**src/rtl/wb_pkg.sv**
```systemverilog
// ---------------------------------------------------------------------------
// wb_pkg -- shared definitions for the write-back sequencer.
//
// Contents:
//   state_t       : sequencer FSM states (IDLE, WAIT_MEM)
//   DATA_W_DEF    : default data / address width
//   REG_AW_DEF    : default register index width
//   TIMEOUT_DEF   : default load-timeout in cycles
//   ZERO_REG      : architectural hard-wired zero register index
//   is_zero_reg() : true when a destination index names the zero register
// ---------------------------------------------------------------------------
package wb_pkg;

  typedef enum logic [0:0] {
    IDLE     = 1'b0,
    WAIT_MEM = 1'b1
  } state_t;

  localparam int DATA_W_DEF  = 32;
  localparam int REG_AW_DEF  = 5;
  localparam int TIMEOUT_DEF = 16;
  localparam int ZERO_REG    = 0;

  // Writes to the zero register are architecturally discarded. The index is
  // passed as a 32-bit value so the helper works for any REG_AW up to 32.
  function automatic logic is_zero_reg(input logic [31:0] idx);
    return idx == 32'(ZERO_REG);
  endfunction

endpackage

```
**src/rtl/wb_timeout_ctr.sv**
```systemverilog
// ---------------------------------------------------------------------------
// wb_timeout_ctr -- clearable cycle counter with terminal-count flag.
//
// Counts cycles spent waiting for load data. The count is cleared on the
// cycle a load is accepted, so the first waiting cycle sees count 0 and the
// TIMEOUT-th waiting cycle sees count TIMEOUT-1 (terminal asserted).
//
// Ports:
//   clk      in  system clock, rising edge
//   rst      in  asynchronous active-high reset (count -> 0)
//   clear    in  synchronous clear, has priority over enable
//   enable   in  increment count this cycle
//   terminal out high while count == TIMEOUT-1
// ---------------------------------------------------------------------------
module wb_timeout_ctr #(
  parameter int TIMEOUT = 16,
  localparam int CW = (TIMEOUT > 1) ? $clog2(TIMEOUT) : 1
) (
  input  logic clk,
  input  logic rst,
  input  logic clear,
  input  logic enable,
  output logic terminal
);

  logic [CW-1:0] count;

  always_ff @(posedge clk or posedge rst) begin
    if (rst) begin
      count <= '0;
    end else if (clear) begin
      count <= '0;
    end else if (enable) begin
      // Terminal count always causes the owner to leave the waiting state,
      // so wrap-around is never observed in practice; saturate anyway.
      if (!terminal) begin
        count <= count + CW'(1);
      end
    end
  end

  assign terminal = (count == CW'(TIMEOUT - 1));

endmodule

```
**src/rtl/wb_sequencer.sv**
```systemverilog
// ---------------------------------------------------------------------------
// wb_sequencer -- write-back stage sequencer.
//
// Accepts one retiring instruction per cycle from MEM. ALU results are
// written to the register file one cycle after acceptance. Loads freeze the
// pipeline in WAIT_MEM until mem_rvalid returns (or the timeout expires),
// then issue a single registered register-file write of the load data.
//
// Ports:
//   clk, rst        clock (rising edge) and asynchronous active-high reset
//   in_valid        retiring instruction present
//   in_ready        sequencer can accept (transfer = in_valid & in_ready)
//   in_reg_write    instruction writes a register
//   in_mem_to_reg   1 = load data, 0 = ALU result (in_addr)
//   in_dest         destination register index
//   in_addr         ALU result / effective address
//   mem_rdata       load data
//   mem_rvalid      mem_rdata valid this cycle (only observed in WAIT_MEM)
//   rf_we           register-file write enable, single-cycle pulse
//   rf_waddr        register-file write index (held while rf_we=0)
//   rf_wdata        register-file write data  (held while rf_we=0)
//   stall           freeze upstream stages (= ~in_ready)
//   timeout_err     sticky load-timeout flag, cleared only by rst
// ---------------------------------------------------------------------------
module wb_sequencer
  import wb_pkg::*;
#(
  parameter int DATA_W  = DATA_W_DEF,
  parameter int REG_AW  = REG_AW_DEF,
  parameter int TIMEOUT = TIMEOUT_DEF
) (
  input  logic              clk,
  input  logic              rst,
  input  logic              in_valid,
  output logic              in_ready,
  input  logic              in_reg_write,
  input  logic              in_mem_to_reg,
  input  logic [REG_AW-1:0] in_dest,
  input  logic [DATA_W-1:0] in_addr,
  input  logic [DATA_W-1:0] mem_rdata,
  input  logic              mem_rvalid,
  output logic              rf_we,
  output logic [REG_AW-1:0] rf_waddr,
  output logic [DATA_W-1:0] rf_wdata,
  output logic              stall,
  output logic              timeout_err
);

  state_t            state;
  logic [REG_AW-1:0] load_dest;
  logic              transfer;
  logic              start_load;
  logic              timeout_hit;

  // in_ready is a pure decode of the state register, so it is glitch-free
  // and already 1 while reset holds the FSM in IDLE.
  assign in_ready   = (state == IDLE);
  assign stall      = ~in_ready;
  assign transfer   = in_valid & in_ready;
  assign start_load = transfer & in_reg_write & in_mem_to_reg;

  wb_timeout_ctr #(
    .TIMEOUT (TIMEOUT)
  ) u_timeout_ctr (
    .clk      (clk),
    .rst      (rst),
    .clear    (start_load),
    .enable   (state == WAIT_MEM),
    .terminal (timeout_hit)
  );

  always_ff @(posedge clk or posedge rst) begin
    if (rst) begin
      state       <= IDLE;
      load_dest   <= '0;
      rf_we       <= 1'b0;
      rf_waddr    <= '0;
      rf_wdata    <= '0;
      timeout_err <= 1'b0;
    end else begin
      // Write enable is a one-cycle pulse; address/data hold otherwise.
      rf_we <= 1'b0;

      case (state)
        IDLE: begin
          if (transfer && in_reg_write) begin
            if (in_mem_to_reg) begin
              load_dest <= in_dest;
              state     <= WAIT_MEM;
            end else if (!is_zero_reg(32'(in_dest))) begin
              rf_we    <= 1'b1;
              rf_waddr <= in_dest;
              rf_wdata <= in_addr;
            end
          end
        end

        WAIT_MEM: begin
          // Returning data takes priority over a simultaneous timeout.
          if (mem_rvalid) begin
            state <= IDLE;
            if (!is_zero_reg(32'(load_dest))) begin
              rf_we    <= 1'b1;
              rf_waddr <= load_dest;
              rf_wdata <= mem_rdata;
            end
          end else if (timeout_hit) begin
            state       <= IDLE;
            timeout_err <= 1'b1;
          end
        end

        default: state <= IDLE;
      endcase
    end
  end

endmodule

```
**config.mk**
```make
export PLATFORM = sky130hd
export DESIGN_NAME = wb_sequencer
export DESIGN_NICKNAME = d
export VERILOG_FILES = /design/src/rtl/wb_pkg.sv /design/src/rtl/wb_timeout_ctr.sv /design/src/rtl/wb_sequencer.sv
export SDC_FILE = /design/constraint.sdc
export NUM_CORES = 1
export LEC_CHECK = 0
export CORE_MARGIN = 1.5
export CORE_UTILIZATION = 44
export DETAILED_ROUTE_END_ITERATION = 10
export PLACE_DENSITY = 0.93
export SYNTH_ARGS = -nofsm -noshare
export SYNTH_HDL_FRONTEND = slang
export SYNTH_SLANG_ARGS = --single-unit
```
**constraint.sdc**
```tcl
create_clock -name clk -period 3.7 [get_ports clk]
set_clock_uncertainty 0.15 [all_clocks]
set_input_delay 0.74 -clock clk [delete_from_list [all_inputs] [get_ports clk]]
set_output_delay 0.74 -clock clk [all_outputs]
set_load 0.05 [all_outputs]
```
==> out/results.txt, run 1 <==
largest net degree at the start of global routing - 35
placed cell area - 3630 um^2
Final WS setup - 0.865 ns
via count - 1817
final setup fails - 0
Vias/cell - 5.01
DR iter-0 viols - 45
worst min path class - reg2reg
sequential-to-total area share from yosys stat - 50.8%
Syn Area/Cell - 13.8 um^2
r2r setup slk - 1.22 ns
Mapped Cells - 175
Worst Path Required - 2.81 ns
largest cells by area after synthesis - dfrtp_1, mux2_2, mux2_4, nand2_1, buf_6
startpoint types - flop
CTS tree - built
syn_nets - 251
most instantiated library cell after synthesis - mux2_2
Worst Setup SP - stall$_DFF_PP0_
Die X - 77.1 um
clk root buf - clkbuf_8
DIE HEIGHT - 77.1 um
Post-synth EDFFs - 0
clock-pin slew on the worst setup and hold paths - 0.09 ns
antenna-violating nets left - 0
reg2reg end - rf_wdata[26]$_DFFE_PP0P_
Placer Congestion - 0.794
final wirelength - 5770 um
vias in the first global route - 1915
total track usage - 19.4%
die area - 5940 um^2
share of the synthesized area in the top cell type - 50.8%
htree depth - 2
worst-path fanout max - 24
M2 GR Usage - 34.2%
post-placement setup slack - 0.833 ns
met1 GRT Util - 23.0%
worst-skew pair later-pin latency - 0.29 ns
dpl hpwl - 4350 um
Slew HR - 33.8%
post-synthesis instance area - 2410 um^2
Max Freq - 0.353 GHz
final net count - 368
kind of critical path - reg2out
GRT Max-Usage Layer - met2
CTS resizes - 0
core region area - 5200 um^2
row count - 26
TritonRoute pass-1 iters - 4
leading area contributor after synthesis - dfrtp_1
CTS Buf Count - 5
crit path DAT - 1.95 ns
top_reg_cell synth - dfrtp_1
met3 Use GR - 6.31%
max-capacitance violation count - 0
Final Cycle Share - 76.6%
PD cells - 669 nW/um^2
cell area after layout - 3720 um^2
DR WL/cell - 15.9 um
final setup TNS - 0 ns
Clock Path Buffers - 2
min Tclk post-route - 2.84 ns
# clock sinks - 49
VDD IR-drop max - 565 uV
post-synth cell types - 22
initial core utilization - 46.4%
# IOs - 116
Critical Path End - in_ready
synthesized flop and latch total - 49
RSZ-0062 raised after global routing - false
Least-Margin Pin Slew - 0.992 ns
DRC - 0
CP Capture Type - primary output
Hold Buf Count CTS - 0
Layout Area Growth over Synthesis - 54.2%
YS warnings - 0
commonest cells in the netlist - mux2_2, dfrtp_1, mux2_4, nand2_1, nand3_1
worst r2r src - stall$_DFF_PP0_
grt total ovfl - 0
antenna violations before repair - 0
Tot Pwr - 0.00249 W
asr flop ratio synth - 100%
Antenna Cells - 0
status - complete, no violations
R2R cell count - 4
share of cells above drive strength 1 - 30.0%
max-slew violation count - 0
Hold Vio Cnt, Final - 0
postcts setup bufs - 0
port bufs - 115
global-route wire length before repair - 9230 um
Static Leak - 1.56 nW
## cells by family after synthesis
kind of cell | Yosys count | share of synthesized area (%)
multiplexers | 74 | 37.5
AND/OR/NAND/NOR | 30 | 5.55
flip-flops | 49 | 50.8
XOR/XNOR | 2 | 0.726
adder cells (fa/ha/maj) | 1 | 0.518
AO/OA/AOI/OAI | 7 | 2.02
buffers and inverters | 12 | 2.90
## cell type report
| cell class | count | area (um^2) |
|---|---|---|
| inverters | 3 | 11.3 |
| repair buffers | 119 | 1180 |
| clock buffers | 8 | 90.1 |
| fillers | 368 | 1480 |
| multi-input cells | 114 | 1120 |
| flip-flops and latches | 49 | 1230 |
| well taps | 70 | 87.6 |
## worst max-delay path, stage by stage (launching register included)
cell	delay, ns
dfrtp_2	0.62
inv_1	0.21
clkdlybuf4s50_1	0.83
## worst min path at each step
stage	start	endpoint	slack, ns	depth (start not counted)
finish	timeout_err$_DFFE_PP0P_	timeout_err$_DFFE_PP0P_	0.34	2
global route	timeout_err$_DFFE_PP0P_	timeout_err$_DFFE_PP0P_	0.35	2
CTS	timeout_err$_DFFE_PP0P_	timeout_err$_DFFE_PP0P_	0.34	2
detailed placement	timeout_err$_DFFE_PP0P_	timeout_err$_DFFE_PP0P_	0.31	2
global placement	timeout_err$_DFFE_PP0P_	timeout_err$_DFFE_PP0P_	0.31	2
floorplan	load_dest[2]$_DFFE_PP0P_	load_dest[2]$_DFFE_PP0P_	0.30	2
## metal layers
layer / vias to the layer above / routed length, um
met3: 6 / 434
met2: 79 / 2840
li1: 849 / -
met5: - / 0
met4: 0 / 72
met1: 883 / 2420
## flip-flops by register name, indices dropped and copies added, names as in the netlist
register             cells
rf_wdata                32
timeout_err              1
stall                    1
load_dest                5
rf_we                    1
rf_waddr                 5
u_timeout_ctr.count      4
## cell usage in the layout, fill, tap and decap left out
cell type and count:
clkdlybuf4s50_1 115, mux2_2 55, dfrtp_1 48, mux2_4 19, nand2_1 18, clkbuf_8 6
nand3_1 4, buf_4 4, nor2_1 3, or4_1 2, inv_1 2, o21ai_0 2
a21oi_1 2, xor2_1 2, clkbuf_1 2, o211ai_2 1, o41ai_2 1, nor3b_1 1
nand4_1 1, inv_2 1, o31ai_1 1, or3_1 1, ha_1 1, dfrtp_2 1
## metrics by stage
step,hold WS [ns],instances,util [%]
5_1_grt,0.353,363,71.5
4_1_cts,0.340,363,71.5
2_1_floorplan,0.303,175,-
3_3_place_gp,0.308,355,69.8
3_5_place_dp,0.312,355,69.8
6_report,0.339,363,71.5
## report_power, final
group	switching [W]	internal [W]
Clock	0.000159	0.000153
Combinational	0.000778	0.000561
Sequential	0.000122	0.000720
No activity file was read; power rests on OpenSTA's default activity.
==> inputs of run 2 (changes only) <==
--- a/config.mk
+++ b/config.mk
@@ -6,9 +6,9 @@
 export NUM_CORES = 1
 export LEC_CHECK = 0
 export CORE_MARGIN = 1.5
-export CORE_UTILIZATION = 44
+export CORE_UTILIZATION = 41
 export DETAILED_ROUTE_END_ITERATION = 10
-export PLACE_DENSITY = 0.93
+export PLACE_DENSITY = 0.88
 export SYNTH_ARGS = -nofsm -noshare
 export SYNTH_HDL_FRONTEND = slang
 export SYNTH_SLANG_ARGS = --single-unit
==> constraint.sdc (replaced) <==
create_clock -name clk -period 2.85 [get_ports clk]
set_clock_uncertainty 0.15 [all_clocks]
set_input_delay 0.57 -clock clk [delete_from_list [all_inputs] [get_ports clk]]
set_output_delay 0.57 -clock clk [all_outputs]
set_load 0.05 [all_outputs]
==> run 2 against run 1 <==
- worst setup slack worse by 0.39 ns
- non-clock buffer count is 3 higher
- clock power is 24% higher
- cell count is 1.4% higher
- first-iteration DRC count is 8.9% lower
==> out/results.txt, run 2 (synthesis gave the netlist of run 1 again) <==
hold_sp - timeout_err$_DFFE_PP0P_ (unchanged)
kind of critical path - in2reg (was reg2out)
global-route wire length before repair - 8870 um (was 9230 um)
# IOs - 116 (unchanged)
crit-path max cell delay - 0.54 ns (was 0.83 ns)
crit path DAT - 2.40 ns (was 1.95 ns)
port bufs - 115 (unchanged)
worst min path class - reg2reg (unchanged)
VDD IR-drop max - 453 uV (was 565 uV)
antenna violations before repair - 0 (unchanged)
Worst Path Required - 2.88 ns (was 2.81 ns)
CTS Buf Count - 5 (unchanged)
Die X - 79.7 um (was 77.1 um)
Placer Congestion - 0.789 (was 0.794)
min Tclk post-route - 2.37 ns
commonest non-fill, non-tap cells in the layout - clkdlybuf4s50_1, mux2_2, dfrtp_1 (unchanged)
biggest regs - rf_wdata (32), load_dest (5), rf_waddr (5) (unchanged)
clock-pin slew on the worst setup and hold paths - 0.09 ns (about the same)
share of cells above drive strength 1 - 31.4% (was 30.0%)
max-slew violation count - 0 (unchanged)
DR WL/cell - 14.9 um (was 15.9 um)
via count - 1817 (unchanged)
antenna-violating nets left - 0 (unchanged)
RSZ-0062 raised after global routing - false (unchanged)
worst-skew pair later-pin latency - 0.29 ns (about the same)
initial core utilization - 43.0% (was 46.4%)
Filler cells - 446 (was 368)
Max Freq - 0.422 GHz
Clock Path Buffers - 2 (unchanged)
grt total ovfl - 0 (unchanged)
DIE HEIGHT - 79.7 um (was 77.1 um)
R2R cell count - 4 (unchanged)
row count - 27 (was 26)
max reg flops - 32 (unchanged)
reg2reg end - rf_wdata[28]$_DFFE_PP0P_ (was rf_wdata[26]$_DFFE_PP0P_)
Reg with most FFs - rf_wdata (unchanged)
DR iter-0 viols - 41 (was 45)
vias in the first global route - 1965 (was 1915)
status - complete, no violations (unchanged)
Hold Path End - timeout_err$_DFFE_PP0P_ (unchanged)
clk root buf - clkbuf_8 (unchanged)
startpoint types - input pin (was flop)
CTS tree - built (unchanged)
total track usage - 17.7% (was 19.4%)
Least-Margin Pin Slew - 0.533 ns (was 0.992 ns)
TritonRoute pass-1 iters - 4 (unchanged)
commonest non-fill, non-tap cell in the layout - clkdlybuf4s50_1 (unchanged)
FF+latch area - 1230 um^2 (unchanged)
Static Leak - 1.57 nW (was 1.56 nW)
final core utilization - 66.8% (was 71.5%)
Antenna Cells - 0 (unchanged)
final setup fails - 0 (unchanged)
Multi-input gate area - 1120 um^2 (unchanged)
htree depth - 2 (unchanged)
dpl hpwl - 4230 um (was 4350 um)
core region area - 5610 um^2 (was 5200 um^2)
CP cell instances - clkdlybuf4s50_1 > or4_1 > nor2_1 > o41ai_2 > buf_12 > mux2_4 (was inv_1 > clkdlybuf4s50_1)
max-capacitance violation count - 0 (unchanged)
Hold Vio Cnt, Final - 0 (unchanged)
worst-path fanout max - 30 (was 24)
Slew HR - 64.3% (was 33.8%)
# clock sinks - 49 (unchanged)
Critical Path Slowest Stage Cell - or4_1 (was clkdlybuf4s50_1)
Hold Buf Count CTS - 0 (unchanged)
largest net degree at the start of global routing - 31 (was 35)
final wirelength - 5480 um (was 5770 um)
Layout Area Growth over Synthesis - 55.3% (was 54.2%)
die area - 6360 um^2 (was 5940 um^2)
PD cells - 855 nW/um^2 (was 669 nW/um^2)
WHS Path Cells - 2 (unchanged)
Worst Setup SP - in_dest[0] (was stall$_DFF_PP0_)
DRC - 0 (unchanged)
r2r setup slk - 0.79 ns (was 1.22 ns)
Final Cycle Share - 83.2%
CTS resizes - 0 (unchanged)
worst r2r src - stall$_DFF_PP0_ (unchanged)
Vias/cell - 4.94 (was 5.01)
final setup TNS - 0 ns (unchanged)
CP Capture Type - flop (was primary output)
final net count - 371 (was 368)
postcts setup bufs - 0 (unchanged)
[run 2: per-layer routing]
| layer | wire [um] | part of all wire, % | GRT usage [%] |
|---|---|---|---|
| met2 | 2720 | 50 | 31.9 |
| met3 | 500 | 9.1 | 5.26 |
| met5 | 0 | 0 | 0 |
| met4 | 23 | 0.42 | 3.86 |
| met1 | 2240 | 41 | 20.7 |
[run 2: worst max path at each step]
stage | end | slack (ns) | cells after the start
after floorplan | rf_wdata[14]$_DFFE_PP0P_ | 0.67 | 5
after global placement | rf_wdata[19]$_DFFE_PP0P_ | 0.27 | 6
after detailed placement | rf_wdata[15]$_DFFE_PP0P_ | 0.17 | 6
after CTS | rf_wdata[15]$_DFFE_PP0P_ | 0.49 | 6
after global routing | in_ready | 0.43 | 3
final | rf_wdata[10]$_DFFE_PP0P_ | 0.48 | 6
[run 2: cell type report]
class / instances / area share (%)
Clock buffer: 7 / 2.04
Clock inverter: 1 / 0.200
Inverter: 3 / 0.300
Multi-Input combinational cell: 114 / 30.0
Sequential cell: 49 / 32.7
Tap cell: 72 / 2.40
Timing Repair Buffer: 122 / 32.3
[run 2: report_power, final]
group,internal (W),switching (W),total [W]
logic,0.000734,0.00100,0.00174
clock network,0.000174,0.000213,0.000387
registers,0.000934,0.000145,0.00108
total,0.00184,0.00136,0.00320
[run 2: critical path: cells and delay by family]
kind / cells / cell delay, ns
compound gates: 1 / 0.13
buf+inv: 2 / 0.65
mux: 1 / 0.31
simple gates: 2 / 0.71
[run 2: stage by stage]
step	worst slack (ns)	hold slack [ns]	instance area (um^2)	instances	power, W
after floorplan	0.668	0.303	2410	175	0.00222
after global placement	0.266	0.299	3660	360	0.00280
after detailed placement	0.168	0.312	3660	360	0.00284
after CTS	0.492	0.335	3750	368	0.00324
after global routing	0.430	0.360	3750	368	0.00336
final	0.480	0.329	3750	368	0.00320
==> inputs of run 3 (changes only) <==
==> constraint.sdc (replaced) <==
create_clock -name clk -period 2.45 [get_ports clk]
set_clock_uncertainty 0.15 [all_clocks]
set_input_delay 0.49 -clock clk [delete_from_list [all_inputs] [get_ports clk]]
set_output_delay 0.49 -clock clk [all_outputs]
set_load 0.05 [all_outputs]
==> run 3 against run 2 <==
- worst hold slack about the same
- core utilization grew 0.76 points
- via count is essentially flat
- clock-buffer cell count unchanged
- first-iteration DRC count shrank 32%
- largest cell class is now buffers
- combinational power rose by 17%
- global-route usage about the same
- register-to-register slack worse by 0.38 ns
==> out/results.txt, run 3 (synthesis gave the netlist of run 1 again) <==
status - complete, no violations (unchanged)
DIE HEIGHT - 79.7 um (unchanged)
clock-pin slew on the worst setup and hold paths - 0.08 ns (was 0.09 ns)
min Tclk post-route - 2.25 ns
Max Freq - 0.444 GHz
commonest non-fill, non-tap cells in the layout - clkdlybuf4s50_1, mux2_2, dfrtp_1 (unchanged)
Antenna Cells - 0 (unchanged)
die area - 6360 um^2 (unchanged)
CTS Buf Count - 5 (unchanged)
worst min path class - reg2reg (unchanged)
Tot Pwr - 0.00379 W (was 0.00320 W)
hold_sp - timeout_err$_DFFE_PP0P_ (unchanged)
startpoint types - input pin (unchanged)
biggest regs - rf_wdata (32), load_dest (5), rf_waddr (5) (unchanged)
max-capacitance violation count - 0 (unchanged)
final net count - 371 (unchanged)
r2r setup slk - 0.41 ns (was 0.79 ns)
CTS resizes - 0 (unchanged)
max reg flops - 32 (unchanged)
TritonRoute pass-1 iters - 7 (was 4)
Reg with most FFs - rf_wdata (unchanged)
reg2reg end - rf_wdata[13]$_DFFE_PP0P_ (was rf_wdata[28]$_DFFE_PP0P_)
final wirelength - 5310 um (was 5480 um)
row count - 27 (unchanged)
Final Cycle Share - 92.0%
worst r2r src - load_dest[0]$_DFFE_PP0P_ (was stall$_DFF_PP0_)
global-route wire length before repair - 8710 um (was 8870 um)
DR WL/cell - 14.4 um (was 14.9 um)
Die X - 79.7 um (unchanged)
kind of critical path - in2reg (unchanged)
commonest non-fill, non-tap cell in the layout - clkdlybuf4s50_1 (unchanged)
final setup TNS - 0 ns (unchanged)
Clock Path Buffers - 2 (unchanged)
Static Leak - 1.59 nW (was 1.57 nW)
worst-skew pair later-pin latency - 0.30 ns (was 0.29 ns)
Final Non-Filler Cells - 368 (unchanged)
R2R cell count - 5 (was 4)
Placer Congestion - 0.755 (was 0.789)
grt total ovfl - 0 (unchanged)
Hold Path End - timeout_err$_DFFE_PP0P_ (unchanged)
core region area - 5610 um^2 (unchanged)
final setup fails - 0 (unchanged)
VDD IR-drop max - 565 uV (was 453 uV)
htree depth - 2 (unchanged)
Worst Path Required - 2.48 ns (was 2.88 ns)
Hold Vio Cnt, Final - 0 (unchanged)
initial core utilization - 43.0% (unchanged)
vias in the first global route - 1949 (was 1965)
max-slew violation count - 0 (unchanged)
# clock sinks - 49 (unchanged)
via count - 1818 (was 1817)
share of cells above drive strength 1 - 32.1% (was 31.4%)
CP Capture Type - flop (unchanged)
port bufs - 115 (unchanged)
postcts setup bufs - 0 (unchanged)
# IOs - 116 (unchanged)
CTS tree - built (unchanged)
antenna violations before repair - 0 (unchanged)
DRC - 0 (unchanged)
clk root buf - clkbuf_8 (unchanged)
antenna-violating nets left - 0 (unchanged)
PD cells - 999 nW/um^2 (was 855 nW/um^2)
Hold Buf Count CTS - 0 (unchanged)
Slew HR - 64.3% (about the same)
dpl cells - 360 (unchanged)
Least-Margin Pin Slew - 0.534 ns (was 0.533 ns)
worst-path fanout max - 30 (unchanged)
RSZ-0062 raised after global routing - false (unchanged)
WHS Path Cells - 2 (unchanged)
DR iter-0 viols - 28 (was 41)
Vias/cell - 4.94 (about the same)
Layout Area Growth over Synthesis - 57.1% (was 55.3%)
crit path DAT - 2.29 ns (was 2.40 ns)
dpl hpwl - 4060 um (was 4230 um)
largest net degree at the start of global routing - 31 (unchanged)
total track usage - 17.7% (about the same)
run 3: cell count changes in the layout (fill, tap and decap cells not counted):
cell / before / now
buf_4: 8 / 6
clkinvlp_4: 1 / 0
buf_12: 1 / 3
clkbuf_1: 2 / 0
clkbuf_8: 5 / 7
clkinv_2: 0 / 1
run 3: layout make-up:
| type | count | area (um^2) |
|---|---|---|
| multi-input cells | 114 | 1120 |
| clock inverters | 1 | 5.00 |
| well taps | 72 | 90.1 |
| fillers | 438 | 1820 |
| repair buffers | 122 | 1240 |
| inverters | 3 | 11.3 |
| flip-flops and latches | 49 | 1230 |
| clock buffers | 7 | 96.3 |
run 3: how the worst max path moves through the flow:
stage	slack [ns]	end	startpoint	depth (start not counted)
4_1_cts	0.20	rf_wdata[28]$_DFFE_PP0P_	in_dest[0]	6
2_1_floorplan	0.27	rf_wdata[14]$_DFFE_PP0P_	stall$_DFF_PP0_	5
5_1_grt	0.15	rf_wdata[28]$_DFFE_PP0P_	in_dest[0]	6
3_3_place_gp	-0.05	rf_wdata[19]$_DFFE_PP0P_	in_dest[0]	6
6_report	0.20	rf_wdata[28]$_DFFE_PP0P_	in_dest[0]	6
3_5_place_dp	-0.12	rf_wdata[26]$_DFFE_PP0P_	in_dest[0]	6
run 3: routing by layer:
layer	track usage [%]	wire [um]
met5	0	0
met4	4.74	56
met3	4.91	479
met2	32.4	2610
met1	20.1	2160
run 3: critical path: stages:
cell and delay (ns):
clkdlybuf4s50_1 0.52, or4_1 0.13, nor2_1 0.05, o41ai_2 0.45, buf_12 0.28, mux2_2 0.36
run 3: report_power, final:
| part | internal (W) | switching [W] | leakage (nW) |
|---|---|---|---|
| logic | 0.000859 | 0.00117 | 0.953 |
| registers | 0.00109 | 0.000162 | 0.585 |
| clock network | 0.000255 | 0.000255 | 0.0542 |
run 3: stage by stage:
step / hold slack (ns) / setup WS [ns] / utilization (%) / instance area [um^2]
final: 0.329 / 0.196 / 67.6 / 3790
after detailed placement: 0.310 / -0.116 / 65.8 / 3690
after CTS: 0.330 / 0.203 / 67.6 / 3790
after floorplan: 0.303 / 0.268 / - / 2410
after global routing: 0.352 / 0.154 / 67.6 / 3790
after global placement: 0.302 / -0.0527 / 65.8 / 3690
